File: src/rtl/kamacore_pkg.sv
// rtl/kamacore_pkg.sv - shared core constants, decode enums and control bundle
// Contents:
//   CPU_WIDTH, REG_ADDR_WIDTH  default datapath / register address widths
//   e_opcode, e_alu_op, e_imm_sel  RV32I decode enumerations
//   st_control_signals         decoded control bundle passed ID->EX
//   alu_decode()               funct3/alt-bit to ALU operation
package kamacore_pkg;

  localparam int CPU_WIDTH      = 32;
  localparam int REG_ADDR_WIDTH = 5;

  typedef enum logic [6:0] {
    OPC_LOAD   = 7'b0000011,
    OPC_OP_IMM = 7'b0010011,
    OPC_AUIPC  = 7'b0010111,
    OPC_STORE  = 7'b0100011,
    OPC_OP     = 7'b0110011,
    OPC_LUI    = 7'b0110111,
    OPC_BRANCH = 7'b1100011,
    OPC_JALR   = 7'b1100111,
    OPC_JAL    = 7'b1101111
  } e_opcode;

  typedef enum logic [3:0] {
    ALU_ADD    = 4'd0,
    ALU_SUB    = 4'd1,
    ALU_SLL    = 4'd2,
    ALU_SLT    = 4'd3,
    ALU_SLTU   = 4'd4,
    ALU_XOR    = 4'd5,
    ALU_SRL    = 4'd6,
    ALU_SRA    = 4'd7,
    ALU_OR     = 4'd8,
    ALU_AND    = 4'd9,
    ALU_PASS_B = 4'd10
  } e_alu_op;

  typedef enum logic [2:0] {
    IMM_NONE = 3'd0,
    IMM_I    = 3'd1,
    IMM_S    = 3'd2,
    IMM_B    = 3'd3,
    IMM_U    = 3'd4,
    IMM_J    = 3'd5
  } e_imm_sel;

  typedef struct packed {
    e_alu_op  alu_op;
    e_imm_sel imm_sel;
    logic     alu_src_imm;
    logic     alu_src_pc;
    logic     mem_read;
    logic     mem_write;
    logic     reg_write;
    logic     mem_to_reg;
    logic     branch;
    logic     jump;
    logic     illegal;
  } st_control_signals;

  // alt selects SUB over ADD and SRA over SRL (instruction bit 30).
  function automatic e_alu_op alu_decode(input logic [2:0] funct3, input logic alt);
    case (funct3)
      3'b000:  return alt ? ALU_SUB : ALU_ADD;
      3'b001:  return ALU_SLL;
      3'b010:  return ALU_SLT;
      3'b011:  return ALU_SLTU;
      3'b100:  return ALU_XOR;
      3'b101:  return alt ? ALU_SRA : ALU_SRL;
      3'b110:  return ALU_OR;
      default: return ALU_AND;
    endcase
  endfunction

endpackage

File: src/rtl/kamacore_control_unit.sv
// rtl/kamacore_control_unit.sv - combinational RV32I main decoder
// Ports:
//   instruction  32-bit instruction word
//   ctrl         decoded st_control_signals; unknown opcodes raise ctrl.illegal
module kamacore_control_unit
  import kamacore_pkg::*;
(
  input  logic [31:0]       instruction,
  output st_control_signals ctrl
);

  logic [2:0] funct3;
  logic       bit30;

  assign funct3 = instruction[14:12];
  assign bit30  = instruction[30];

  always_comb begin
    ctrl         = '0;
    ctrl.alu_op  = ALU_ADD;
    ctrl.imm_sel = IMM_NONE;
    case (instruction[6:0])
      OPC_LOAD: begin
        ctrl.imm_sel     = IMM_I;
        ctrl.alu_src_imm = 1'b1;
        ctrl.mem_read    = 1'b1;
        ctrl.reg_write   = 1'b1;
        ctrl.mem_to_reg  = 1'b1;
      end
      OPC_STORE: begin
        ctrl.imm_sel     = IMM_S;
        ctrl.alu_src_imm = 1'b1;
        ctrl.mem_write   = 1'b1;
      end
      OPC_OP: begin
        ctrl.alu_op    = alu_decode(funct3, bit30);
        ctrl.reg_write = 1'b1;
      end
      OPC_OP_IMM: begin
        // bit 30 is immediate data except for the right-shift encoding
        ctrl.alu_op      = alu_decode(funct3, bit30 && (funct3 == 3'b101));
        ctrl.imm_sel     = IMM_I;
        ctrl.alu_src_imm = 1'b1;
        ctrl.reg_write   = 1'b1;
      end
      OPC_LUI: begin
        ctrl.alu_op      = ALU_PASS_B;
        ctrl.imm_sel     = IMM_U;
        ctrl.alu_src_imm = 1'b1;
        ctrl.reg_write   = 1'b1;
      end
      OPC_AUIPC: begin
        ctrl.imm_sel     = IMM_U;
        ctrl.alu_src_imm = 1'b1;
        ctrl.alu_src_pc  = 1'b1;
        ctrl.reg_write   = 1'b1;
      end
      OPC_BRANCH: begin
        ctrl.alu_op  = ALU_SUB;
        ctrl.imm_sel = IMM_B;
        ctrl.branch  = 1'b1;
      end
      OPC_JAL: begin
        ctrl.imm_sel    = IMM_J;
        ctrl.alu_src_pc = 1'b1;
        ctrl.jump       = 1'b1;
        ctrl.reg_write  = 1'b1;
      end
      OPC_JALR: begin
        ctrl.imm_sel     = IMM_I;
        ctrl.alu_src_imm = 1'b1;
        ctrl.jump        = 1'b1;
        ctrl.reg_write   = 1'b1;
      end
      default: ctrl.illegal = 1'b1;
    endcase
  end

endmodule

File: src/rtl/kamacore_operand_mux.sv
// rtl/kamacore_operand_mux.sv - source operand selection for one register read
// Ports:
//   rs_a                                  register address being read
//   fwd_valid, fwd_rd_a, fwd_rd_data      forwarding channels, index 0 youngest
//   wb_rd_we, wb_rd_a, wb_rd_data         register file write port (write-through)
//   rf_data                               raw register file read data
//   operand                               selected value
// Priority: x0 -> zero, youngest matching forward, same-cycle WB write, file.
module kamacore_operand_mux #(
  parameter int DATA_WIDTH = 32,
  parameter int ADDR_WIDTH = 5,
  parameter int NUM_FWD    = 2
) (
  input  logic [ADDR_WIDTH-1:0]               rs_a,
  input  logic [NUM_FWD-1:0]                  fwd_valid,
  input  logic [NUM_FWD-1:0][ADDR_WIDTH-1:0]  fwd_rd_a,
  input  logic [NUM_FWD-1:0][DATA_WIDTH-1:0]  fwd_rd_data,
  input  logic                                wb_rd_we,
  input  logic [ADDR_WIDTH-1:0]               wb_rd_a,
  input  logic [DATA_WIDTH-1:0]               wb_rd_data,
  input  logic [DATA_WIDTH-1:0]               rf_data,
  output logic [DATA_WIDTH-1:0]               operand
);

  // Later assignments win, so sources are applied from lowest to highest
  // priority; the forward loop runs oldest-first so channel 0 ends up on top.
  always_comb begin
    operand = rf_data;
    if (wb_rd_we && (wb_rd_a == rs_a)) begin
      operand = wb_rd_data;
    end
    for (int i = NUM_FWD - 1; i >= 0; i--) begin
      if (fwd_valid[i] && (fwd_rd_a[i] == rs_a)) begin
        operand = fwd_rd_data[i];
      end
    end
    if (rs_a == '0) begin
      operand = '0;
    end
  end

endmodule

File: src/rtl/kamacore_register_file.sv
// rtl/kamacore_register_file.sv - 2-read / 1-write integer register file
// Ports:
//   clk, rst            clock, asynchronous active-low reset (clears all entries)
//   we, wa, wd          write port; writes to address 0 are dropped
//   ra1/rd1, ra2/rd2    combinational read ports (no internal bypass)
module kamacore_register_file #(
  parameter int DATA_WIDTH = 32,
  parameter int ADDR_WIDTH = 5
) (
  input  logic                  clk,
  input  logic                  rst,
  input  logic                  we,
  input  logic [ADDR_WIDTH-1:0] wa,
  input  logic [DATA_WIDTH-1:0] wd,
  input  logic [ADDR_WIDTH-1:0] ra1,
  input  logic [ADDR_WIDTH-1:0] ra2,
  output logic [DATA_WIDTH-1:0] rd1,
  output logic [DATA_WIDTH-1:0] rd2
);

  localparam int DEPTH = 1 << ADDR_WIDTH;

  logic [DATA_WIDTH-1:0] regs [DEPTH];

  always_ff @(posedge clk or negedge rst) begin
    if (!rst) begin
      for (int i = 0; i < DEPTH; i++) begin
        regs[i] <= '0;
      end
    end else if (we && (wa != '0)) begin
      regs[wa] <= wd;
    end
  end

  assign rd1 = regs[ra1];
  assign rd2 = regs[ra2];

endmodule

File: src/rtl/kamacore_stage_id_hz.sv
// rtl/kamacore_stage_id_hz.sv - ID stage with operand forwarding and load-use hazard stall
// Ports:
//   clk, rst                              clock, asynchronous active-low reset
//   in_valid, in_ready, in_instruction    IF->ID handshake
//   out_valid, out_ready                  ID->EX handshake
//   out_instruction, out_rs1_data,
//   out_rs2_data, out_control_signals     registered decode results
//   fwd_valid, fwd_rd_a, fwd_rd_data      forwarding channels, index 0 youngest
//   ex_load_valid, ex_load_rd_a           load currently in EX and its destination
//   flush                                 drop held output and current input
//   wb_rd_we, wb_rd_a, wb_rd_data         register file write port
//   stall_count                           saturating count of load-use stall cycles
module kamacore_stage_id_hz
  import kamacore_pkg::*;
#(
  parameter int CPU_WIDTH      = kamacore_pkg::CPU_WIDTH,
  parameter int REG_ADDR_WIDTH = kamacore_pkg::REG_ADDR_WIDTH,
  parameter int NUM_FWD        = 2
) (
  input  logic                                   clk,
  input  logic                                   rst,
  input  logic                                   in_valid,
  output logic                                   in_ready,
  input  logic [31:0]                            in_instruction,
  output logic                                   out_valid,
  input  logic                                   out_ready,
  output logic [31:0]                            out_instruction,
  output logic [CPU_WIDTH-1:0]                   out_rs1_data,
  output logic [CPU_WIDTH-1:0]                   out_rs2_data,
  output st_control_signals                      out_control_signals,
  input  logic [NUM_FWD-1:0]                     fwd_valid,
  input  logic [NUM_FWD-1:0][REG_ADDR_WIDTH-1:0] fwd_rd_a,
  input  logic [NUM_FWD-1:0][CPU_WIDTH-1:0]      fwd_rd_data,
  input  logic                                   ex_load_valid,
  input  logic [REG_ADDR_WIDTH-1:0]              ex_load_rd_a,
  input  logic                                   flush,
  input  logic                                   wb_rd_we,
  input  logic [REG_ADDR_WIDTH-1:0]              wb_rd_a,
  input  logic [CPU_WIDTH-1:0]                   wb_rd_data,
  output logic [15:0]                            stall_count
);

  typedef enum logic {ST_EMPTY = 1'b0, ST_FULL = 1'b1} e_state;

  e_state                    state;
  logic [REG_ADDR_WIDTH-1:0] rs1_a;
  logic [REG_ADDR_WIDTH-1:0] rs2_a;
  logic [CPU_WIDTH-1:0]      rf_rd1;
  logic [CPU_WIDTH-1:0]      rf_rd2;
  logic [CPU_WIDTH-1:0]      rs1_data;
  logic [CPU_WIDTH-1:0]      rs2_data;
  st_control_signals         dec_ctrl;
  logic                      load_use;
  logic                      out_free;
  logic                      in_xfer;

  assign rs1_a = REG_ADDR_WIDTH'(in_instruction[19:15]);
  assign rs2_a = REG_ADDR_WIDTH'(in_instruction[24:20]);

  // Field match is on the raw rs1/rs2 slots, whether or not the opcode
  // actually reads them: a spurious bubble is cheaper than decoding here.
  assign load_use = in_valid && ex_load_valid && (ex_load_rd_a != '0) &&
                    ((ex_load_rd_a == rs1_a) || (ex_load_rd_a == rs2_a));

  assign out_free = (state == ST_EMPTY) || out_ready;
  assign in_ready = out_free && !load_use && !flush;
  assign in_xfer  = in_valid && in_ready;

  kamacore_register_file #(
    .DATA_WIDTH (CPU_WIDTH),
    .ADDR_WIDTH (REG_ADDR_WIDTH)
  ) u_register_file (
    .clk (clk),
    .rst (rst),
    .we  (wb_rd_we),
    .wa  (wb_rd_a),
    .wd  (wb_rd_data),
    .ra1 (rs1_a),
    .ra2 (rs2_a),
    .rd1 (rf_rd1),
    .rd2 (rf_rd2)
  );

  kamacore_control_unit u_control_unit (
    .instruction (in_instruction),
    .ctrl        (dec_ctrl)
  );

  kamacore_operand_mux #(
    .DATA_WIDTH (CPU_WIDTH),
    .ADDR_WIDTH (REG_ADDR_WIDTH),
    .NUM_FWD    (NUM_FWD)
  ) u_rs1_mux (
    .rs_a        (rs1_a),
    .fwd_valid   (fwd_valid),
    .fwd_rd_a    (fwd_rd_a),
    .fwd_rd_data (fwd_rd_data),
    .wb_rd_we    (wb_rd_we),
    .wb_rd_a     (wb_rd_a),
    .wb_rd_data  (wb_rd_data),
    .rf_data     (rf_rd1),
    .operand     (rs1_data)
  );

  kamacore_operand_mux #(
    .DATA_WIDTH (CPU_WIDTH),
    .ADDR_WIDTH (REG_ADDR_WIDTH),
    .NUM_FWD    (NUM_FWD)
  ) u_rs2_mux (
    .rs_a        (rs2_a),
    .fwd_valid   (fwd_valid),
    .fwd_rd_a    (fwd_rd_a),
    .fwd_rd_data (fwd_rd_data),
    .wb_rd_we    (wb_rd_we),
    .wb_rd_a     (wb_rd_a),
    .wb_rd_data  (wb_rd_data),
    .rf_data     (rf_rd2),
    .operand     (rs2_data)
  );

  // Output FSM. Data registers only move on a transfer, so a stalled FULL
  // stage holds them and a flush simply invalidates them.
  always_ff @(posedge clk or negedge rst) begin
    if (!rst) begin
      state               <= ST_EMPTY;
      out_valid           <= 1'b0;
      out_instruction     <= '0;
      out_rs1_data        <= '0;
      out_rs2_data        <= '0;
      out_control_signals <= '0;
    end else begin
      case (state)
        ST_EMPTY, ST_FULL: begin
          if (flush) begin
            state     <= ST_EMPTY;
            out_valid <= 1'b0;
          end else if (in_xfer) begin
            state               <= ST_FULL;
            out_valid           <= 1'b1;
            out_instruction     <= in_instruction;
            out_rs1_data        <= rs1_data;
            out_rs2_data        <= rs2_data;
            out_control_signals <= dec_ctrl;
          end else if (out_free) begin
            // Consumed (or already empty) with nothing new: insert a bubble.
            state     <= ST_EMPTY;
            out_valid <= 1'b0;
          end
        end
        default: begin
          state     <= ST_EMPTY;
          out_valid <= 1'b0;
        end
      endcase
    end
  end

  always_ff @(posedge clk or negedge rst) begin
    if (!rst) begin
      stall_count <= '0;
    end else if (load_use && (stall_count != 16'hFFFF)) begin
      stall_count <= stall_count + 16'd1;
    end
  end

endmodule

File: config.mk
export PLATFORM = sky130hd
export DESIGN_NAME = kamacore_stage_id_hz
export DESIGN_NICKNAME = d
export VERILOG_FILES = /design/src/rtl/kamacore_pkg.sv /design/src/rtl/kamacore_control_unit.sv /design/src/rtl/kamacore_operand_mux.sv /design/src/rtl/kamacore_register_file.sv /design/src/rtl/kamacore_stage_id_hz.sv
export SDC_FILE = /design/constraint.sdc
export NUM_CORES = 2
export LEC_CHECK = 0
export BUFFER_PORTS_ARGS = -buffer_cell sky130_fd_sc_hd__buf_2
export CAP_MARGIN = 25
export CORE_MARGIN = 3
export CORE_UTILIZATION = 40
export DETAILED_ROUTE_END_ITERATION = 10
export GPL_TIMING_DRIVEN = 0
export PLACE_DENSITY = 0.62
export SLEW_MARGIN = 10
export SYNTH_ARGS = -nofsm -noshare
export SYNTH_HDL_FRONTEND = slang
export SYNTH_SLANG_ARGS = --single-unit
File: constraint.sdc
create_clock -name clk -period 2.3 [get_ports clk]
set_input_delay 0.115 -clock clk [delete_from_list [all_inputs] [get_ports clk]]
set_output_delay 0.115 -clock clk [all_outputs]
set_load 0.01 [all_outputs]
* Word-level counts from Yosys, hierarchy flattened
Index checks and enable logic that the tools add are counted.
** Storage, ports and cells
- Register bits after elaboration :: 1152
- Input port bits :: 157
- Output and inout bits :: 130
** Cells by class
- Add/sub/neg operators :: 1
- Magnitude comparators :: 4
- Equality and inequality tests :: 24
- Multiplexer cells :: 36
- Bitwise operators :: 5
- Reductions and logical operators :: 34
** Operators by type and width (count)
- $bwmux W1024 :: 1
- $mux W32 :: 13
- $bmux W32 S5 :: 2
- $demux W32 S5 :: 1
- $pmux W4 S7 :: 2
- $eq A5 B5 Y1 :: 8
- $eq A7 B6 Y1 const B :: 3
- $eq A7 B7 Y1 const B :: 3
- $ge A6 B6 Y1 const B :: 3
- $not A5 Y6 :: 3
- $add A16 B1 Y16 const B :: 1
- $logic_and A1 B1 Y1 :: 16
- $ne A16 B16 Y1 const B :: 1
- $pmux W4 S4 :: 1
- $mux W1 :: 15
- $pmux W3 S5 :: 1
- $eq A7 B5 Y1 const B :: 2
- $logic_not A5 Y1 :: 2
- $reduce_bool A5 Y1 :: 2
- $eq A3 B3 Y1 const B :: 3
- $reduce_or A9 Y1 :: 1
- $eq A7 B2 Y1 const B :: 1
- $reduce_or A7 Y1 :: 1
- $eq A3 B2 Y1 const B :: 2
- 11 further kinds :: 16

* Longest topological paths before layout
- Depth in word-level cells :: 9
- Depth in mapped cells :: 11

* Hierarchy
Synthesis repeated with hierarchy kept, for this count alone.
** Unflattened totals
- Cells, all modules :: 5422
- Area total of the unflattened synthesis :: 64538.1 um^2
** Modules (own cells, without submodules)
- kamacore_register_file :: times used 1, cells each 4601, area each 55942.4 um^2
- kamacore_stage_id_hz :: times used 1, cells each 338, area each 5606.6 um^2
- kamacore_operand_mux :: times used 2, cells each 214, area each 1332.5 um^2
- kamacore_control_unit :: times used 1, cells each 55, area each 324.1 um^2

* Worst setup path after synthesis
No wires, ideal clock.
- Path kind :: in2reg
- From :: input in_instruction[21]
- To :: register out_rs2_data[21]
- Setup time :: 120 ps
- Arrival :: 2044 ps
- Required time :: 2180 ps
- Setup slack :: 136 ps
- Stages on the path :: 9
- Path through :: buf_4 buf_2 buf_2 clkbuf_1 mux4_2 a211o_1 a31oi_1 nand4_1 o211a_1
** On the way
- Cells in the longest elaborated chain, start to end :: 8
- Elaborated cells on any way between the ends :: 23
- Those cells by class :: eq/ne: 4; mux: 7; bitwise: 1; reduce/logical: 11
** Ends and longest elaborated chain
- from (decl) :: RTL line kamacore_stage_id_hz.sv:24 : input logic [31:0] in_instruction,
- $not A5 Y6 (implied by the code) / $eq A5 B5 Y1 (equally long branches) :: RTL line kamacore_register_file.sv:36, kamacore_stage_id_hz.sv:63
- $bmux W32 S5 / $logic_or A1 B1 Y1 (equally long branches) :: RTL line kamacore_register_file.sv:36, kamacore_stage_id_hz.sv:63
- $mux W32 (implied by the code) / $logic_and A1 B1 Y1 (equally long branches) :: RTL line kamacore_register_file.sv:36, kamacore_stage_id_hz.sv:62
- $mux W32 (implied by the code) / $logic_not A1 Y1 (equally long branches) :: RTL line kamacore_register_file.sv:36, kamacore_stage_id_hz.sv:66
- $mux W32 / $logic_and A1 B1 Y1 (equally long branches) :: RTL line kamacore_operand_mux.sv:29, kamacore_stage_id_hz.sv:66
- $mux W32 / $logic_and A1 B1 Y1 (equally long branches) :: RTL line kamacore_operand_mux.sv:33, kamacore_stage_id_hz.sv:66
- $mux W32 / $logic_and A1 B1 Y1 (equally long branches) :: RTL line kamacore_operand_mux.sv:33, kamacore_stage_id_hz.sv:67
- $mux W32 / $reduce_and A2 Y1 (equally long branches)
- to (signal assigned) :: RTL line kamacore_stage_id_hz.sv:142 : out_rs2_data <= rs2_data;
- to (decl) :: RTL line kamacore_stage_id_hz.sv:29 : output logic [CPU_WIDTH-1:0] out_rs2_data,
Several ways; a longest one is shown, not always the timed one. The select of a mux whose other input is x is not followed.
A chain may end at the register's enable or synchronous reset.

* Worst setup path after layout
- From :: input in_instruction[20]
- To :: register out_rs2_data[15]
The elaborated chain is that of the path after synthesis.

==> impl_metrics.env <==
export IMPL_outcome="finished with violations"
export IMPL_violations="negative hold slack, negative setup slack"
export IMPL_grt_pass1_vias=49483
export IMPL_ys_ff_latch=1152
export IMPL_cts_tree="built"
export IMPL_path_class="primary input to register"
export IMPL_setup_slack_ns=-0.180
export IMPL_num_rows=144
export IMPL_place_detailed_hpwl_mm=224
export IMPL_clockRootBuffer="clkbuf_16"
export IMPL_period_share_pct=108
export IMPL_die_h_um=401
export IMPL_timing_hold_violations_final=280
export IMPL_clk_pin_slew_ns=0.06
export IMPL_numCtsBuffers=135
export IMPL_cp_num_cells=9
export IMPL_syn_avg_cell_area_um2=13.4
export IMPL_synth_ff_type="dfrtp_1"
export IMPL_synthCells=4664
export IMPL_synth_distinct_cells=58
export IMPL_critPathRequiredTime_ns=2.95
export IMPL_grt_first_pass_wirelength_mm=417
export IMPL_worst_setup_path_start_kind="primary input"
export IMPL_cp_top_family="compound AO/OA/AOI/OAI gates"
export IMPL_hold_class="primary input to async pin"
export IMPL_cp_end_kind="register"
export IMPL_clock_skew_ns=0.0424
export IMPL_placed_cells=7069
export IMPL_dieArea_um2=161000
export IMPL_drt_pass1_iterations=6
export IMPL_yosysTopAreaCell="dfrtp_1"
export IMPL_fin_tns_setup_ns=-4.02
export IMPL_seq_area_frac_synth_pct=46.1
export IMPL_wl_met2_mm=126
export IMPL_routed_top_layer="met5"
export IMPL_whs_ns=-0.618
export IMPL_clock_sinks=1152
export IMPL_routed_via_count=50710
export IMPL_layout_cells_non_filler=7463
export IMPL_drtIter0Drc=7210
export IMPL_synth_area_leaders="dfrtp_1, mux2_2, mux4_2"
export IMPL_synthArstFlopShare_pct=100
export IMPL_die_x_um=401
export IMPL_vdd_drop_max_uv=819
export IMPL_portBuffers=276
export IMPL_worstPathMaxFanout=10
export IMPL_fmax_ghz=0.403
export IMPL_yosysMostFrequentCell="dfrtp_1"
export IMPL_critPathMaxStageDelay_ns=0.54
export IMPL_worstPathArrival_ns=3.13
export IMPL_core_area_um2=155000
export IMPL_grtUsageTotal_pct=37.8
export IMPL_drt_total_wl_mm=311
export IMPL_initial_core_util_pct=40.4
export IMPL_overflow=0
export IMPL_drcViolationCount=0
export IMPL_wl_met1_mm=114
export IMPL_clockBufferDepth=3
export IMPL_ff2ff_path_depth=6
export IMPL_relSlewSlack_pct=17.9
export IMPL_syn_cell_area_um2=62500
export IMPL_cts_htree_levels=4
export IMPL_min_period_ns=2.48
export IMPL_p_leak_uw=0.0330
export IMPL_crit_chain="buf_2 > buf_4 > buf_2 > mux2_2 > a221oi_1 > a221oi_1 > a31oi_1 > and4_1 > a211oi_1"
export IMPL_antenna_left=0
export IMPL_wl_per_cell_um=41.6
export IMPL_worst_pin_slew_ns=1.23
export IMPL_design_portCount=287
export IMPL_finalMaxSlewViolations=0
export IMPL_synth_commonest_cells="dfrtp_1, mux2_2, mux4_2, clkbuf_1, mux2i_1"
export IMPL_wl_met3_mm=45.0
export IMPL_drive_gt1_share_pct=43.5
export IMPL_vias_per_cell=6.79
export IMPL_syn_num_nets=4822
export IMPL_crit_slowest_cell="buf_2"
export IMPL_synthToLayoutAreaGrowth_pct=20.0
export IMPL_cellPowerDensity_nw_per_um2=854
export IMPL_yosysTopAreaCellShare_pct=46.1
export IMPL_gp_congestion=1.04
export IMPL_drv_cap=0
export IMPL_synth_edf_count=0
export IMPL_setup_viol=72
export IMPL_crit_buf_inv=3
export IMPL_clock_latency_ns=0.81
export IMPL_synth_warnings=0
export IMPL_fin_nets=5458
export IMPL_grt_max_degree=145
export IMPL_grt_setup_unrepaired="yes"
export IMPL_antenna_found_initial=25
==> final timing paths <==
check	to	slack, ns	startpoint
setup / recovery	out_rs2_data[15]	-0.18	in_instruction[20]
hold reg to reg	out_instruction[26]	0.47	out_instruction[26]
hold / removal	stall_count[4]	-0.62	rst
max in group asynchronous	u_register_file.regs[978]	0.29	rst
min in group clk	stall_count[0]	0.01	ex_load_valid
setup reg to reg	out_rs1_data[11]	-0.14	u_register_file.regs[11]
==> worst register-to-register path, stage by stage (launching register included) <==
cell,delay (ns)
dfrtp_1,0.39
mux4_2,0.48
mux2i_1,0.35
nand2_1,0.09
and3_1,0.25
a2111oi_4,0.60
o31ai_1,0.16
==> metal layers <==
metal / vias up / track usage, %
met2: 3929 / 52.2
met1: 26616 / 46.4
met4: 24 / 25.2
li1: 19096 / -
met3: 1045 / 18.5
met5: - / 0.416
==> final cells by class <==
cell class | instances | area (um2)
multi-input cells | 2969 | 32100
plain buffers | 526 | 2900
diodes | 19 | 47.5
repair buffers | 506 | 4130
clock inverters | 43 | 510
clock buffers | 194 | 3900
fillers | 13688 | 79600
well taps | 2044 | 2560
flip-flops and latches | 1152 | 28800
inverters | 10 | 37.5
==> what timing repair did <==
item | in CTS | in global routing
buffers inserted | 1 | 3
pin swaps | 9 | 9
gates cloned | 0 | 1
hold endpoints to repair | 453 | 286
setup endpoints to repair | 110 | 247
resized for setup | 278 | 152
hold buffers | 123 | 6
==> cells in the final DEF, fill, tap and decap left out, types with 83 or more instances in the layout <==
cell type and instances:
mux2_2 1014, dlygate4sd3_1 125, mux4_2 391, clkbuf_1 285
dfrtp_1 1152, nand2_1 272, mux2i_1 307, clkbuf_16 138
buf_2 314, buf_6 83
==> registers in the layout, summed over array words and instances (netlist names) <==
name,flops
state,1
out_instruction,32
out_control_signals,15
stall_count,16
out_rs1_data,32
out_rs2_data,32
u_register_file.regs,1024
==> per-stage QoR <==
stage / setup WS [ns] / utilization, % / total power [uW] / hold slack (ns) / area (um2)
3_5_place_dp: -2.12 / 43.8 / 41000 / 0.0398 / 67700
3_3_place_gp: -25.06 / 43.0 / 40400 / 0.311 / 66400
5_1_grt: -0.104 / 48.5 / 65700 / -0.601 / 74900
4_1_cts: 0.000144 / 48.0 / 63200 / -0.708 / 74300
2_1_floorplan: 0.136 / - / 35100 / -0.181 / 62500
6_report: -0.180 / 48.5 / 64000 / -0.618 / 75000
==> report_power, final <==
part           total, uW  internal (uW)  switching (uW)
clock network      22100          12600            9500
logic              14900           7450            7440
registers          27000          24100            2980
==> kinds of logic after synthesis <==
logic type,share of synthesized area [%]
buf+inv,3.78
simple gates,4.38
xor+xnor,0.771
mux,37.5
compound gates,7.41
fa+ha+maj,0.0200
flops,46.1
Power figures use the tool's default switching activity.
